$ cat src/rtl/resp_tx_arbiter.sv
// Shares one UART transmitter between a high-priority 1-byte ack source and a
// low-priority multi-byte telemetry source with starvation protection.
module resp_tx_arbiter #(
    parameter int TLM_BYTES  = 8,
    parameter int STARVE_LIM = 4
) (
    input  logic        clk,
    input  logic        rst_n,
    input  logic        ack_req,
    input  logic [7:0]  ack_byte,
    output logic        ack_gnt,
    input  logic        tlm_req,
    input  logic [63:0] tlm_data,
    output logic        tlm_gnt,
    output logic        trmt,
    output logic [7:0]  tx_data,
    input  logic        tx_done,
    output logic        busy,
    output logic        owner
);

    localparam int SC_W = (STARVE_LIM < 1) ? 1 : $clog2(STARVE_LIM + 1);

    typedef enum logic [1:0] {
        IDLE,
        SEND,
        WAIT
    } state_t;

    state_t          state, state_nxt;
    // Holds only the bytes still queued behind the one currently in tx_data.
    logic [55:0]     shift_q, shift_nxt;
    logic [3:0]      bytes_left, bytes_left_nxt;
    logic [SC_W-1:0] starve_cnt, starve_nxt;
    logic            seen_low, seen_low_nxt;
    logic            owner_q, owner_nxt;
    logic            trmt_nxt, ack_gnt_nxt, tlm_gnt_nxt;
    logic [7:0]      tx_data_nxt;
    logic            force_tlm;

    assign force_tlm = tlm_req && (starve_cnt == SC_W'(STARVE_LIM));
    assign busy      = (state != IDLE);
    assign owner     = busy & owner_q;

    always_ff @(posedge clk or negedge rst_n) begin
        if (!rst_n) begin
            state      <= IDLE;
            shift_q    <= '0;
            bytes_left <= '0;
            starve_cnt <= '0;
            seen_low   <= 1'b0;
            owner_q    <= 1'b0;
            trmt       <= 1'b0;
            ack_gnt    <= 1'b0;
            tlm_gnt    <= 1'b0;
            tx_data    <= '0;
        end else begin
            state      <= state_nxt;
            shift_q    <= shift_nxt;
            bytes_left <= bytes_left_nxt;
            starve_cnt <= starve_nxt;
            seen_low   <= seen_low_nxt;
            owner_q    <= owner_nxt;
            trmt       <= trmt_nxt;
            ack_gnt    <= ack_gnt_nxt;
            tlm_gnt    <= tlm_gnt_nxt;
            tx_data    <= tx_data_nxt;
        end
    end

    always_comb begin
        state_nxt      = state;
        shift_nxt      = shift_q;
        bytes_left_nxt = bytes_left;
        starve_nxt     = starve_cnt;
        seen_low_nxt   = seen_low;
        owner_nxt      = owner_q;
        trmt_nxt       = 1'b0;
        ack_gnt_nxt    = 1'b0;
        tlm_gnt_nxt    = 1'b0;
        tx_data_nxt    = tx_data;

        case (state)
            IDLE: begin
                if (ack_req && !force_tlm) begin
                    tx_data_nxt    = ack_byte;
                    shift_nxt      = '0;
                    bytes_left_nxt = 4'd1;
                    owner_nxt      = 1'b0;
                    ack_gnt_nxt    = 1'b1;
                    trmt_nxt       = 1'b1;
                    state_nxt      = SEND;
                    if (!tlm_req)
                        starve_nxt = '0;
                    else if (starve_cnt != SC_W'(STARVE_LIM))
                        starve_nxt = starve_cnt + 1'b1;
                end else if (tlm_req) begin
                    tx_data_nxt    = tlm_data[63:56];
                    shift_nxt      = tlm_data[55:0];
                    bytes_left_nxt = 4'(TLM_BYTES);
                    owner_nxt      = 1'b1;
                    tlm_gnt_nxt    = 1'b1;
                    trmt_nxt       = 1'b1;
                    starve_nxt     = '0;
                    state_nxt      = SEND;
                end
            end
            SEND: begin
                seen_low_nxt = 1'b0;
                state_nxt    = WAIT;
            end
            WAIT: begin
                // A high tx_done only counts once it has been seen low since trmt.
                if (!seen_low) begin
                    if (!tx_done)
                        seen_low_nxt = 1'b1;
                end else if (tx_done) begin
                    if (bytes_left <= 4'd1) begin
                        state_nxt = IDLE;
                    end else begin
                        tx_data_nxt    = shift_q[55:48];
                        shift_nxt      = {shift_q[47:0], 8'h00};
                        bytes_left_nxt = bytes_left - 4'd1;
                        trmt_nxt       = 1'b1;
                        state_nxt      = SEND;
                    end
                end
            end
            default: state_nxt = IDLE;
        endcase
    end

endmodule

$ cat config.mk
export PLATFORM = sky130hd
export DESIGN_NAME = resp_tx_arbiter
export DESIGN_NICKNAME = d
export VERILOG_FILES = /design/src/rtl/resp_tx_arbiter.sv
export SDC_FILE = /design/constraint.sdc
export NUM_CORES = 1
export LEC_CHECK = 0
export CAP_MARGIN = 20
export CORE_MARGIN = 2
export CORE_UTILIZATION = 45
export CTS_CLUSTER_DIAMETER = 30
export DETAILED_ROUTE_END_ITERATION = 7
export DONT_BUFFER_PORTS = 1
export PLACE_DENSITY_LB_ADDON = 0.15
export SKIP_CTS_REPAIR_TIMING = 1
export SYNTH_ARGS = -nofsm -noshare
export SYNTH_HDL_FRONTEND = slang
export SYNTH_SLANG_ARGS = --single-unit
$ cat constraint.sdc
create_clock -name clk -period 2.65 [get_ports clk]
set_input_delay 0 -clock clk [delete_from_list [all_inputs] [get_ports clk]]
set_output_delay 0 -clock clk [all_outputs]
set_load 0.01 [all_outputs]
; Word level (Yosys, flattened, before mapping)
; Index checks and enable logic that the tools add are counted.
[totals]
regBits = 78
latchBits = 0
ram_bits = 0
rom_bits = 0
output_inout_bits = 13
elab_cells = 78
memories = 0
[op_classes]
n_addsub = 2
multipliers = 0
div_mod_pow = 0
n_lt_le_gt_ge = 1
n_eq_ne = 9
shift = 0
muxes = 43
bitwise_logic = 1
reduce_logical = 12
[ops]
columns = operator, count
row1 = 56-bit 2-to-1 mux, 5
row2 = 56-bit one-hot mux with 2 select lines, 1
row3 = 8-bit 2-to-1 mux, 5
row4 = 4-bit 2-to-1 mux, 5
row5 = 8-bit one-hot mux with 2 select lines, 1
row6 = 1-bit 2-to-1 mux, 14
row7 = 3-bit 2-to-1 mux, 4
row8 = 2-bit 2-to-1 mux, 4
row9 = 4-bit one-hot mux with 2 select lines, 1
row10 = 2-bit nonzero test, 4
row11 = "2-bit != test, second input constant", 3
row12 = "3-bit != test, second input constant", 2
row13 = 2-bit one-hot mux with 3 select lines, 1
row14 = 3-bit AND reduction, 2
row15 = 5-bit AND reduction, 1
row16 = "4-bit by 1-bit <= comparator with 1-bit output, second input constant", 1
row17 = 1-bit one-hot mux with 2 select lines, 2
row18 = "4-bit by 1-bit subtractor with 4-bit output, second input constant", 1
row19 = "3-bit by 1-bit adder with 3-bit output, second input constant", 1
row20 = "3-bit == test, second input constant", 1
row21 = "3-bit by 2-bit != test with 1-bit output, second input constant", 1
row22 = "2-bit by 1-bit == test with 1-bit output, second input constant", 1
row23 = "2-bit == test, second input constant", 1
row24 = 1-bit logical AND, 2
row25 = other kinds (4), 4

; Logic depth before layout (Yosys ltp)
[depth]
ltp_word = 6
depth_mapped = 8
mapped_depth_nobuf = 6

; Least setup slack after synthesis
; Ideal clock, no wire load.
[synth_path]
path_kind = flip-flop to flip-flop
start = reg bytes_left[0]
end = reg shift_q[18]
setup_ns = 0.125
arrival_ns = 1.792
t_required_ns = 2.525
setup_slack_ns = 0.733
path_stages_with_launch = 9
n_path_buf = 2
period_less_slack_ns = 1.917
cell_sequence = dfrtp_1 > inv_1 > ha_1 > nor2_1 > o311ai_4 > a21oi_2 > buf_6 > buf_6 > mux2_4
[synth_via]
elab_chain_len = 3
[synth_rtl]
columns = item, line
row1 = start: declaration, 33  ; logic [3:0] bytes_left, bytes_left_nxt;
row2 = start signal: assignment, 60  ; bytes_left <= bytes_left_nxt;
row3 = 4-bit by 1-bit <= comparator with 1-bit output, 118  ; if (bytes_left <= 4'd1) begin
row4 = 2-bit != test (no source line), n/a
row5 = 5-bit AND reduction (no source line), n/a
row6 = end signal: assignment, 59  ; shift_q <= shift_nxt;
row7 = end: declaration, 32  ; logic [55:0] shift_q, shift_nxt;
; Every way passes these cells.
; A chain may end at the register's enable or synchronous reset.

; Worst setup path in the final report
[layout_path]
start = reg state[0]
end = reg state[1]
[layout_via]
elab_chain_len = 3
word_cells_on_any_way = 8
cone_classes = 5 x eq/ne / 1 x mux / 2 x reduce/logical
[layout_rtl]
columns = item, line
row1 = start: declaration, 30  ; state_t state, state_nxt;
row2 = start signal: assignment, 58  ; state <= state_nxt;
row3 = 2-bit == test / 2-bit zero test (equally long branches), 83  ; case (state)
row4 = 2-bit != test (no source line) / 3-bit != test (equally long branches), n/a
row5 = 3-bit AND reduction (no source line), n/a
; Parallel ways exist; a longest one is shown, timed or not.

==> reports/qor.yml <==
hold_depth: 3
endpoint_kind: "flip-flop"
synth_xor_area_share_pct: 0
skew_ns: 0.0152
fin_area_um2: 4770
worst_slack_ns: 0.413
area_delta_synth_final_pct: 12.2
cp.required_ns: 2.89
cts_max_level: 3
synth_fa_ha_area_share_pct: 2.36
utilization_pct: 51.8
die_h_um: 101
clock_sinks: 78
syn_area_um2: 4250
min_period_ns: 2.24
hp-class: "input pin to flip-flop"
internal-power_mw: 3.36
fin_worst_hold_slack_ns: -0.0128
nNetsFinal: 517
hpwlAfterDp_um: 6200
final-setup-viol-count: 0
cts_root_buf: "clkbuf_8"
synth_top_area_share_pct: 46.0
status: "complete, but fails checks"
place_ws_ns: 0.424
cp_max_fo: 12
p_clk_share_pct: 17.2
yosys-top-cells-count: "nand2_1, dfrtp_1, o21ai_0"
viasPerCell: 5.56
syn-num-nets: 504
fin_setup_tns_ns: 0
p_sw_mw: 1.96
synth_edf_count: 0
ios: 90
antenna_found_initial: 0
ys_seq_area_share_pct: 46.0
peakVddDrop_v: 0.000740
drv_slew: 0
cap_violations: 0
synth_cell_types: 38
drt-total-wl_um: 9430
numPortBuffers: 0
clockBufferDepth: 2
rsz0062_at_grt: "no"
p_leak_nw: 2.27
cp_top_family: "simple AND/OR/NAND/NOR gates"
core_area_um2: 9200
path_depth: 5
cp_slowest_cell: "or3b_2"
reg2reg_depth: 5
dieArea_um2: 10200
cts_made_buffers: 9
grt_use_total_pct: 18.5
grt_pass1_wl_um: 14800
synth.most_common_cell: "nand2_1"
combPwrFrac_pct: 45.4
path_class: "flip-flop to flip-flop"
antenna_left: 0
muxShareOfSynthArea_pct: 17.7
row_count: 35
syn_inst: 419
vias: 3047
synth_top_cell_by_area: "dfrtp_1"
fmax_mhz: 447
hold_viol: 8
slew_headroom_pct: 46.9
yosysWarnings: 0
synth-compound-area-share_pct: 15.2
wl_per_cell_um: 17.2
synth.avg_cell_area_um2: 10.1
violations: "hold timing"
drive_above_1_share_pct: 18.1
clk_pin_slew_ns: 0.09
finalNonFillerCells: 548
grt-ovfl-total: 0
placed_cells: 506
gp_congestion: 0.800
first_iter_violations: 158
arrival_ns: 2.47
die_w_um: 101
cts_tree: "yes"
p_seq_share_pct: 37.4
dr.pass1.iters: 4
yosys_most_used_dff: "dfrtp_1"
grt_start_max_net_pins: 79
start_util_pct: 46.2
path_buf_inv: 1
startpoint_type: "flip-flop"
placed_area_um2: 4280
ys_async_sr_fraction_pct: 100
power_density_nw_per_um2: 1120
critPathMaxStageDelay_ns: 0.63
clkLatencyLatePin_ns: 0.34
first_global_vias: 2936
cp_cell_sequence: "inv_1 > ha_1 > or3b_2 > o21ai_0 > mux2_2"
yosys.area_share.simple_pct: 13.2
drc: 0
yosys_register_bits: 78
antenna-diode-count: 0
yosys-top-cells-area: "dfrtp_1, mux2_4, nand2_1"
fin_crit_sh_pct: 84.4
worst_pin_slew_ns: 0.788
synth_top_family_by_area: "multiplexers"
swShare_pct: 36.9
## kinds of logic after synthesis
logic type,Yosys count
buffers and inverters,48
muxes,57
adders and majority gates,8
and+or+nand+nor,132
DFF,78
AOI/OAI and AO/OA,96
## flip-flops by register name (all words and copies together) (netlist names)
signal and cells:
tlm_gnt 1, bytes_left 4, trmt 1, shift_q 56, tx_data 8, ack_gnt 1, state 2, owner_q 1
starve_cnt 3, seen_low 1
## placed cells by master (no fill, tap or decap), drive strengths merged
master,n
dlygate4sd3,25
a21o,3
dfrtp,78
o311ai,1
o22ai,8
nor3b,1
a221oi,2
a211o,9
nand3b,1
mux2i,8
nand4,1
nor2b,1
ha,8
bufinv,1
o31ai,1
and2,2
clkinv,1
nor2,3
mux2,49
nor3,3
nand3,2
o21a,8
and3,10
inv,20
a31o,1
nor4,1
o21ai,45
o311a,1
a32o,10
buf,7
a21oi,7
clkbuf,10
nand2,105
clkinvlp,2
or3,1
or3b,1
## metal layers
layer  GRT usage, %  part of all wire, %  up-vias
met5              0                    0        -
met2           27.2                   44       85
li1               -                    -     1484
met3           4.35                  5.4       17
met4           7.59                  1.9        0
met1           26.4                   48     1461
## final timing paths
kind | startpoint | endpoint | slack, ns
setup / recovery | state[0]$_DFFE_PN0P_ | state[1]$_DFFE_PN0P_ | 0.41
hold / removal | tlm_data[47] | shift_q[47]$_DFFE_PN0P_ | -0.01
setup reg to reg | state[0]$_DFFE_PN0P_ | state[1]$_DFFE_PN0P_ | 0.41
hold reg to reg | owner_q$_DFFE_PN0P_ | owner_q$_DFFE_PN0P_ | 0.48
max in group asynchronous | rst_n | bytes_left[2]$_DFFE_PN0P_ | 2.12
min in group asynchronous | rst_n | tx_data[2]$_DFFE_PN0P_ | 0.18
## layout make-up
cell class / instances / area (um^2)
Clock buffer: 10 / 138
Clock inverter: 6 / 67.6
Fill cell: 846 / 4430
Inverter: 18 / 67.6
Multi-Input combinational cell: 293 / 2070
Sequential cell: 78 / 1950
Tap cell: 111 / 139
Timing Repair Buffer: 32 / 335
## per-stage QoR
| stage | hold WS (ns) | power, mW |
|---|---|---|
| floorplan | -0.296 | 4.00 |
| global placement | -0.293 | 4.33 |
| detailed placement | -0.294 | 4.39 |
| CTS | -0.680 | 5.32 |
| global route | 0.00111 | 5.71 |
| finish | -0.0128 | 5.33 |
## power groups by stage
stage | clock (mW) | sequential [mW] | combinational [mW]
2_1_floorplan | 0 | 1.92 | 2.08
3_3_place_gp | 0 | 2.01 | 2.33
3_5_place_dp | 0 | 2.02 | 2.37
4_1_cts | 0.949 | 2.00 | 2.37
5_1_grt | 0.992 | 2.05 | 2.66
6_report | 0.917 | 1.99 | 2.42
## worst min-delay path, delay by kind of cell
| family | cells | cell delay, ns |
|---|---|---|
| multiplexers | 1 | 0.13 |
| AND/OR/NAND/NOR | 1 | 0.03 |
| AO/OA/AOI/OAI | 1 | 0.13 |
No activity file was read; power rests on OpenSTA's default activity.
